<file path="src/rtl/cpu_parameters.sv">
// Core-wide constants shared by the execute and write-back stages.
package cpu_parameters;
  localparam int XLEN         = 32;
  localparam int NUM_SRC      = 3;
  localparam int STARVE_LIMIT = 4;

  localparam int SRC_MEM = 0;
  localparam int SRC_ALU = 1;
  localparam int SRC_CSR = 2;

  typedef enum logic {
    ARB_RUN  = 1'b0,
    ARB_HALT = 1'b1
  } arb_state_t;
endpackage

</file>
<file path="src/rtl/interfaces_pkg.sv">
// Bus structures passed between pipeline stages.
package interfaces_pkg;
  import cpu_parameters::*;

  typedef struct packed {
    logic [XLEN-1:0] data;
    logic [4:0]      adr;
  } wb_bus;
endpackage

</file>
<file path="src/rtl/wb_age_counter.sv">
// Saturating wait counter for one write-back requester; flags starvation.
module wb_age_counter #(
  parameter int LIMIT = 4,
  parameter int W     = $clog2(LIMIT + 1)
) (
  input  logic         clk,
  input  logic         rst_n,
  input  logic         inc,
  input  logic         clr,
  input  logic         freeze,
  output logic         starved,
  output logic [W-1:0] age
);
  // freeze outranks clr so a halted arbiter keeps its fairness history
  always_ff @(posedge clk or negedge rst_n) begin
    if (!rst_n) begin
      age <= '0;
    end else if (freeze) begin
      age <= age;
    end else if (clr) begin
      age <= '0;
    end else if (inc && (age < W'(LIMIT))) begin
      age <= age + W'(1);
    end
  end

  assign starved = (age >= W'(LIMIT));
endmodule

</file>
<file path="src/rtl/wb_arbiter.sv">
// Register-file write-port arbiter: fixed priority MEM > ALU > CSR with an
// age override, registered write-back, and exception halt until flush.
module wb_arbiter
  import cpu_parameters::*;
  import interfaces_pkg::*;
#(
  parameter int N_SRC  = NUM_SRC,
  parameter int LIMIT  = STARVE_LIMIT
) (
  input  logic                       clk,
  input  logic                       rst_n,
  input  logic [N_SRC-1:0]           src_valid,
  output logic [N_SRC-1:0]           src_ready,
  input  logic [N_SRC-1:0][XLEN-1:0] src_data,
  input  logic [N_SRC-1:0][4:0]      src_rd,
  input  logic [N_SRC-1:0]           src_exc,
  input  logic                       flush,
  output wb_bus                      wb,
  output logic                       wb_valid,
  output logic                       exc_valid,
  output logic [1:0]                 exc_src,
  output logic                       halted,
  output arb_state_t                 state_dbg
);
  localparam int AGE_W = $clog2(LIMIT + 1);

  arb_state_t           state, state_next;
  logic [N_SRC-1:0]     starved;
  logic [N_SRC-1:0]     age_inc, age_clr;
  logic [AGE_W-1:0]     age [N_SRC];
  logic                 age_freeze;
  logic                 grant_any, starved_hit, plain_hit;
  logic [1:0]           grant_idx;
  logic [N_SRC-1:0]     grant;
  logic [XLEN-1:0]      sel_data;
  logic [4:0]           sel_rd;
  logic                 sel_exc;

  // Valid/ready: a source transfers on a clock edge where src_valid[i] and
  // src_ready[i] are both high; ready never depends on data, rd or exc.
  always_comb begin
    grant       = '0;
    grant_idx   = '0;
    grant_any   = 1'b0;
    starved_hit = 1'b0;
    plain_hit   = 1'b0;
    if (rst_n && (state == ARB_RUN) && !flush) begin
      for (int i = 0; i < N_SRC; i++) begin
        if (!starved_hit && src_valid[i] && starved[i]) begin
          starved_hit = 1'b1;
          grant_idx   = 2'(i);
        end
      end
      if (!starved_hit) begin
        for (int i = 0; i < N_SRC; i++) begin
          if (!plain_hit && src_valid[i]) begin
            plain_hit = 1'b1;
            grant_idx = 2'(i);
          end
        end
      end
      grant_any = starved_hit | plain_hit;
      for (int i = 0; i < N_SRC; i++) begin
        grant[i] = grant_any && (grant_idx == 2'(i));
      end
    end
  end

  assign src_ready = grant;

  always_comb begin
    sel_data = '0;
    sel_rd   = '0;
    sel_exc  = 1'b0;
    for (int i = 0; i < N_SRC; i++) begin
      if (grant[i]) begin
        sel_data = src_data[i];
        sel_rd   = src_rd[i];
        sel_exc  = src_exc[i];
      end
    end
  end

  assign age_freeze = (state == ARB_HALT) && !flush;
  assign age_inc    = src_valid & ~grant;
  assign age_clr    = {N_SRC{flush}} | ~src_valid | grant;

  for (genvar g = 0; g < N_SRC; g++) begin : g_age
    wb_age_counter #(.LIMIT(LIMIT), .W(AGE_W)) u_age (
      .clk     (clk),
      .rst_n   (rst_n),
      .inc     (age_inc[g]),
      .clr     (age_clr[g]),
      .freeze  (age_freeze),
      .starved (starved[g]),
      .age     (age[g])
    );
  end

  always_ff @(posedge clk or negedge rst_n) begin
    if (!rst_n) state <= ARB_RUN;
    else        state <= state_next;
  end

  always_comb begin
    state_next = state;
    if (flush) begin
      state_next = ARB_RUN;
    end else if ((state == ARB_RUN) && grant_any && sel_exc) begin
      state_next = ARB_HALT;
    end
  end

  // wb keeps its last value when a grant is consumed without a write
  always_ff @(posedge clk or negedge rst_n) begin
    if (!rst_n) begin
      wb        <= '0;
      wb_valid  <= 1'b0;
      exc_valid <= 1'b0;
      exc_src   <= '0;
    end else begin
      wb_valid  <= 1'b0;
      exc_valid <= 1'b0;
      if (grant_any) begin
        if (sel_exc) begin
          exc_valid <= 1'b1;
          exc_src   <= grant_idx;
        end else if (sel_rd != 5'd0) begin
          wb.data  <= sel_data;
          wb.adr   <= sel_rd;
          wb_valid <= 1'b1;
        end
      end
    end
  end

  assign halted    = (state == ARB_HALT);
  assign state_dbg = state;
endmodule

</file>
<file path="config.mk">
export PLATFORM = sky130hd
export DESIGN_NAME = wb_arbiter
export DESIGN_NICKNAME = d
export VERILOG_FILES = /design/src/rtl/cpu_parameters.sv /design/src/rtl/interfaces_pkg.sv /design/src/rtl/wb_age_counter.sv /design/src/rtl/wb_arbiter.sv
export SDC_FILE = /design/constraint.sdc
export NUM_CORES = 1
export LEC_CHECK = 0
export ABC_AREA = 1
export CORE_MARGIN = 1.5
export CORE_UTILIZATION = 40
export CTS_BUF_LIST = sky130_fd_sc_hd__clkbuf_2 sky130_fd_sc_hd__clkbuf_4 sky130_fd_sc_hd__clkbuf_8
export DETAILED_ROUTE_END_ITERATION = 16
export GPL_TIMING_DRIVEN = 0
export PLACE_DENSITY_LB_ADDON = 0.2
export SYNTH_ARGS = -nofsm -noshare
export SYNTH_HDL_FRONTEND = slang
export SYNTH_SLANG_ARGS = --single-unit
</file>
<file path="constraint.sdc">
create_clock -name clk -period 2.7 [get_ports clk]
set_input_delay 0.81 -clock clk [delete_from_list [all_inputs] [get_ports clk]]
set_output_delay 0.81 -clock clk [all_outputs]
set_load 0.05 [all_outputs]
</file>
==> results.toml <==
[pwr]
pwr-share-seq_pct = 37.0
p_leak_uw = 0.00249
fin_total_pwr_uw = 2470
vdd_ir_drop_max_v = 0.000283
intPower_uw = 1490
power_switching_uw = 975
cellPowerDensity_mw_per_mm2 = 479
comb_power_share_pct = 44.8
switching_share_pct = 39.5
p_clk_share_pct = 18.3

[setup_path]
cp_max_fo = 10
timing.critical_path.required_ps = 1890
worst-r2r-setup-slack_ps = 490
crit_path_cell_trace = "clkdlybuf4s15_1 > inv_2 > nand3_4 > inv_2 > nand3_2 > inv_4 > clkbuf_16 > buf_12"
critical_path.max_stage_delay_ps = 230
rr_worst_depth = 16
critical-path-slowest-cell = "sky130_fd_sc_hd__clkdlybuf4s15_1"
timing.critical_path.to_type = "primary output"
start_kind = "input port"
critical_path_class = "in -> out"
critical_path_arrival_ps = 1870
path_common_cell = "sky130_fd_sc_hd__inv_2"

[global_routing]
grt_use_total_pct = 25.1
overflow_after_grt = 0
grt_max_degree = 24
number_of_antenna_violations_at_the_first_check_in_global_routing = 0
grt_first_pass_wirelength_mm = 15.2
number_of_global_route_vias_before_repair = 3211

[synthesis]
synth_area_mm2 = 0.00294
yosysUniqueCellTypes = 24
synth_nets = 543
yosys_warnings = 0
cells_after_synthesis = 420
synth_seq_area_share_pct = 43.3
syn-mean-instance-area_um2 = 7.01
synth-seq-cells = 51

[timing]
setup_total_negative_slack_ps = 0
timing.final.crit_share_pct = 99.3
report.final.setup_viol = 0
slew-limit-headroom_pct = 63.2
finalHoldViolCount = 0
period_minus_slack_ps = 2680
hold_slack_ps = 306
finClkSkew_ps = 5.20
fmaxAchievable_ghz = 0.373
grt_setup_unrepaired = "true"
worst_slew_pin_slew_ps = 550
slew_viol_final = 0

[clocking]
clock_tree.htree_level_count = 2
clock_tree_sinks = 51
clkLatencyLatePin_ps = 300
clockRootBuffer = "sky130_fd_sc_hd__clkbuf_8"
tritoncts = "built"
cts_hold_buffers = 0
cts_inserted_buffers = 5
clock_tree.buffer_depth = 2
clk_pin_slew_worst_paths_ps = 100

[floorplan]
initial_core_utilization_pct = 41.0
core_area_mm2 = 0.00718
core.rowCount = 31
die_width_um = 88.8
die_area_mm2 = 0.00788
vertical_extent_of_the_die_um = 88.8
io-pin-count = 166

[finish]
final_layout_size_suffix_gt1_share_pct = 13.0
nNetsFinal = 739
post-route-util_pct = 71.8
area_growth_synth_to_finish_pct = 75.1
final_design_area_no_fill_mm2 = 0.00515
ant_cells = 0

[status]
status = "complete, no violations"

[placed_design]
placed_cell_area_mm2 = 0.00474
hpwlAfterDp_mm = 7.28
placement.io_buffers = 165
finalWeightedCongestion = 0.790

[detailed_routing]
drt_drc_violations_left = 0
post_drt_via_cell_ratio = 4.91
antenna_violating_nets_post_route = 0
routed_wirelength_mm = 10.3
drt_pass1_iterations = 4
drt_iter0_drc = 146
detailroute.via_count = 3516
routedWlPerCell_um = 14.3

[flow_run]
max_cap_viol_count = 0

[min_path]
hold_path_class = "in -> async"
[state kept, by name (all words and copies together) (netlist names)]
register / cells
halted: 1
wb: 37
wb_valid: 1
exc_src: 2
g_age.u_age.age: 9
exc_valid: 1
[layout by cell type, fill, tap and decap left out]
master                            synthesis  layout
sky130_fd_sc_hd__nand2_1                198     194
sky130_fd_sc_hd__clkdlybuf4s50_1          0     157
sky130_fd_sc_hd__nand3_1                 82      80
sky130_fd_sc_hd__dfrtp_1                 51      51
sky130_fd_sc_hd__buf_4                    1      23
sky130_fd_sc_hd__inv_1                   16      14
sky130_fd_sc_hd__nand4_1                 10      10
sky130_fd_sc_hd__o21ai_0                  8       8
sky130_fd_sc_hd__nand2_2                  3       7
sky130_fd_sc_hd__clkbuf_1                12       7
sky130_fd_sc_hd__a21oi_1                  7       7
sky130_fd_sc_hd__inv_2                    5       6
sky130_fd_sc_hd__clkbuf_2                 0       6
sky130_fd_sc_hd__clkbuf_8                 0       5
sky130_fd_sc_hd__nor2_2                   4       4
sky130_fd_sc_hd__buf_8                    2       4
sky130_fd_sc_hd__buf_2                    4       4
sky130_fd_sc_hd__nor2_4                   2       3
sky130_fd_sc_hd__ha_1                     3       3
sky130_fd_sc_hd__buf_12                   0       3
sky130_fd_sc_hd__nand3_4                  1       2
sky130_fd_sc_hd__nand3_2                  1       2
sky130_fd_sc_hd__clkbuf_16                0       2
sky130_fd_sc_hd__buf_6                    2       2
sky130_fd_sc_hd__nor2_1                   3       2
sky130_fd_sc_hd__clkinv_2                 0       2
sky130_fd_sc_hd__clkdlybuf4s15_1          0       2
sky130_fd_sc_hd__nand2_4                  1       1
sky130_fd_sc_hd__inv_4                    0       1
sky130_fd_sc_hd__or2_1                    1       1
sky130_fd_sc_hd__nor3_1                   1       1
sky130_fd_sc_hd__inv_6                    0       1
sky130_fd_sc_hd__bufbuf_16                0       1
sky130_fd_sc_hd__buf_16                   0       1
[kinds of logic after synthesis]
family | synth area share (%)
buffers and inverters | 7.18
adder cells (fa/ha/maj) | 1.28
AND/OR/NAND/NOR | 45.6
AO/OA/AOI/OAI | 2.55
flip-flops | 43.3
[power by group through the flow]
stage | logic (uW) | clock network, uW | registers [uW]
6_report | 1110 | 451 | 913
5_1_grt | 1170 | 491 | 927
4_1_cts | 1100 | 460 | 912
3_5_place_dp | 1060 | 0 | 926
3_3_place_gp | 1040 | 0 | 924
2_1_floorplan | 263 | 0 | 1250
[layout make-up]
| class | count | area (um^2) |
|---|---|---|
| Timing Repair Buffer | 189 | 1900 |
| Inverter | 21 | 81.3 |
| Fill cell | 564 | 2020 |
| Buffer | 23 | 191 |
| Sequential cell | 51 | 1280 |
| Clock inverter | 3 | 18.8 |
| Multi-Input combinational cell | 325 | 1490 |
| Tap cell | 99 | 124 |
| Clock buffer | 5 | 68.8 |
[worst paths after layout]
kind | startpoint | endpoint
setup / recovery | flush | src_ready[1]
hold / removal | rst_n | wb[17]$_DFFE_PN0P_
min in group clk | wb[5]$_DFFE_PN0P_ | wb[5]$_DFFE_PN0P_
hold reg to reg | wb[5]$_DFFE_PN0P_ | wb[5]$_DFFE_PN0P_
max in group asynchronous | rst_n | wb[35]$_DFFE_PN0P_
setup reg to reg | g_age[0].u_age.age[2]$_DFFE_PN0P_ | wb[25]$_DFFE_PN0P_
[metrics by stage]
step,setup WS (ps),cells
global route,-12.1,716
detailed placement,-1540,685
global placement,-3200,684
floorplan,127,420
finish,19.1,716
CTS,10.8,709
[worst max-delay path: cells and delay by family]
family,cells,cell delay (ps)
buffers and inverters,6,830
AND/OR/NAND/NOR,2,210
[timing repair]
| item | 4_1_cts | 5_1_grt |
|---|---|---|
| setup endpoints to repair | 42 | 38 |
| pin swaps | 7 | 5 |
| gates resized for setup | 55 | 13 |
| buffers inserted | 15 | 7 |
| cloned | 1 | 0 |
[cell usage after synthesis, drive strengths merged]
| master | n | area, um^2 |
|---|---|---|
| a21oi | 7 | 35.0 |
| buf | 11 | 87.6 |
| clkbuf | 12 | 45.0 |
| dfrtp | 51 | 1280 |
| ha | 3 | 37.5 |
| inv | 21 | 78.8 |
| nand2 | 202 | 773 |
| nand3 | 84 | 438 |
| nand4 | 10 | 62.6 |
| nor2 | 9 | 58.8 |
| nor3 | 1 | 5.00 |
| o21ai | 8 | 40.0 |
| or2 | 1 | 6.26 |
[routing by layer]
metal	up-vias	routed length [um]	track usage (%)
met3	14	758	4.10
met2	139	5020	43.2
li1	1744	-	-
met5	-	0	0
met1	1619	4310	32.3
met4	0	177	7.81
(Power assumes the default switching activity.)
==> edit (same flow settings) <==
Set the package constant `NUM_SRC` to 2 (it was 3).
--- a/src/rtl/cpu_parameters.sv
+++ b/src/rtl/cpu_parameters.sv
@@ -2,5 +2,5 @@
 package cpu_parameters;
   localparam int XLEN         = 32;
-  localparam int NUM_SRC      = 3;
+  localparam int NUM_SRC      = 2;
   localparam int STARVE_LIMIT = 4;
 
Ports: changed (5 resized); port bits go from 166 to 126. The function was not compared with the original's and may differ.
==> edit against the unedited design <==
- register-to-register slack gained 0.20 ns
- worst setup slack improved by 0.060 ns
- utilization shrank 4.0 points
- non-clock buffer count shrank 58
- sequential cell count shrank 4
- synthesized area decreased by 14%
- design area fell by 21%
- combinational power up 65%
- routed wire length is 29% lower
- power grew 35%
- critical endpoint is now src_ready[0]
- largest cell class unchanged
==> edit: results <==
metrics = {
    "logic_synthesis": {
        "synth_area_leaders": "dfrtp_1, nand3_1, a22o_1",
        "synth_compound_area_share_pct": 13.9,
        "ys_seq_area_share_pct": 46.5,
        "synth_common_cells": "nand3_1, nand2_1, dfrtp_1, a22o_1, inv_1",
        "synth.avg_cell_area_um2": 8.73,
        "synth_fa_ha_area_share_pct": 0.989,
    },
    "power": {
        "ir_drop_v": 0.000746,
        "p_leak_nw": 1.94,
        "p_seq_share_pct": 31.9,
        "internal_power_mw": 1.78,
        "pwr-share-clk_pct": 13.2,
    },
    "worst_setup_path": {
        "r2r_end": "wb[35]$_DFFE_PN0P_",
        "reg2regPathDepth": 12,
        "crit_arrival_ns": 1.81,
        "max_stage_delay_ns": 0.32,
        "worstReg2RegStart": "halted$_DFFE_PN0P_",
        "rrSetupSlack_ns": 0.69,
    },
    "route": {
        "dr_total_vias": 2623,
        "wl_met1_um": 2860,
        "wl_met3_um": 658,
        "avgViaCountPerCell": 5.20,
    },
    "grt": {
        "gr-usage-met2_pct": 39.4,
        "met1_usage_pct": 25.9,
        "grt_max_degree": 26,
        "met3_usage_pct": 6.92,
        "grt_pass1_wl_um": 11600,
    },
    "cells_and_area": {
        "drive_gt1_share_pct": 12.6,
        "nets": 511,
        "largestRegisters": "wb x37, g_age.u_age.age x6",
    },
    "sta": {
        "clock_skew_ns": 0.00791,
        "hold_slack_ns": 0.317,
        "tightest_slew_ns": 0.550,
    },
    "placement": {
        "post_dp_cell_area_mm2": 0.00388,
        "gp_congestion": 0.730,
        "dpl.cell_count": 490,
    },
    "run_status": {
        "status": "completed",
    },
}
-- edit: cell count changes after synthesis, moves of 4 or more --
cell and change:
a22o_1 +32, dfrtp_1 -4, inv_1 -5, buf_6 +4, clkbuf_1 -8, nand2_1 -141
nand4_1 -10, buf_4 +4, buf_2 +4, nand3_1 +4
-- edit: cell families (layout without fill, tap and decap cells) --
kind of cell	Yosys count	in the layout
DFF	47	47
buffers and inverters	38	177
AOI/OAI and AO/OA	44	44
adders and majority gates	2	2
other	1	1
and+or+nand+nor	158	158
-- edit: worst reg2reg max path: cells and delay by family, from the launching register on --
kind	cells	cell delay, ns
buffers and inverters	6	0.95
AND/OR/NAND/NOR	5	0.45
flip-flops	1	0.40
AO/OA/AOI/OAI	1	0.09
-- edit: final cells by class --
| class | count | area, um2 | area share (%) |
|---|---|---|---|
| timing repair buffer | 132 | 1350 | 33.0 |
| sequential | 47 | 1180 | 28.8 |
| multi-input combinational | 205 | 1160 | 28.3 |
| buffer | 22 | 166 | 4.07 |
| tap | 75 | 93.8 | 2.30 |
| clock buffer | 7 | 83.8 | 2.05 |
| inverter | 15 | 58.8 | 1.44 |
| clock inverter | 1 | 5.00 | 0.122 |
-- edit: repair_timing --
action                                  4_1_cts  5_1_grt
endpoints found under the setup margin        2        1
cloned                                        0        1
pin swaps                                     2        0
buffers inserted                              6        0
gates resized for setup                      28        2
-- edit: how the worst max path moves through the flow --
stage                    to  slack [ns]         start
3_3_place_gp   src_ready[0]       -3.09         rst_n
4_1_cts        src_ready[0]        0.03         rst_n
3_5_place_dp   src_ready[0]       -1.47         rst_n
5_1_grt        src_ready[0]        0.04         rst_n
2_1_floorplan  src_ready[1]        0.03         flush
6_report       src_ready[0]        0.08  src_valid[1]
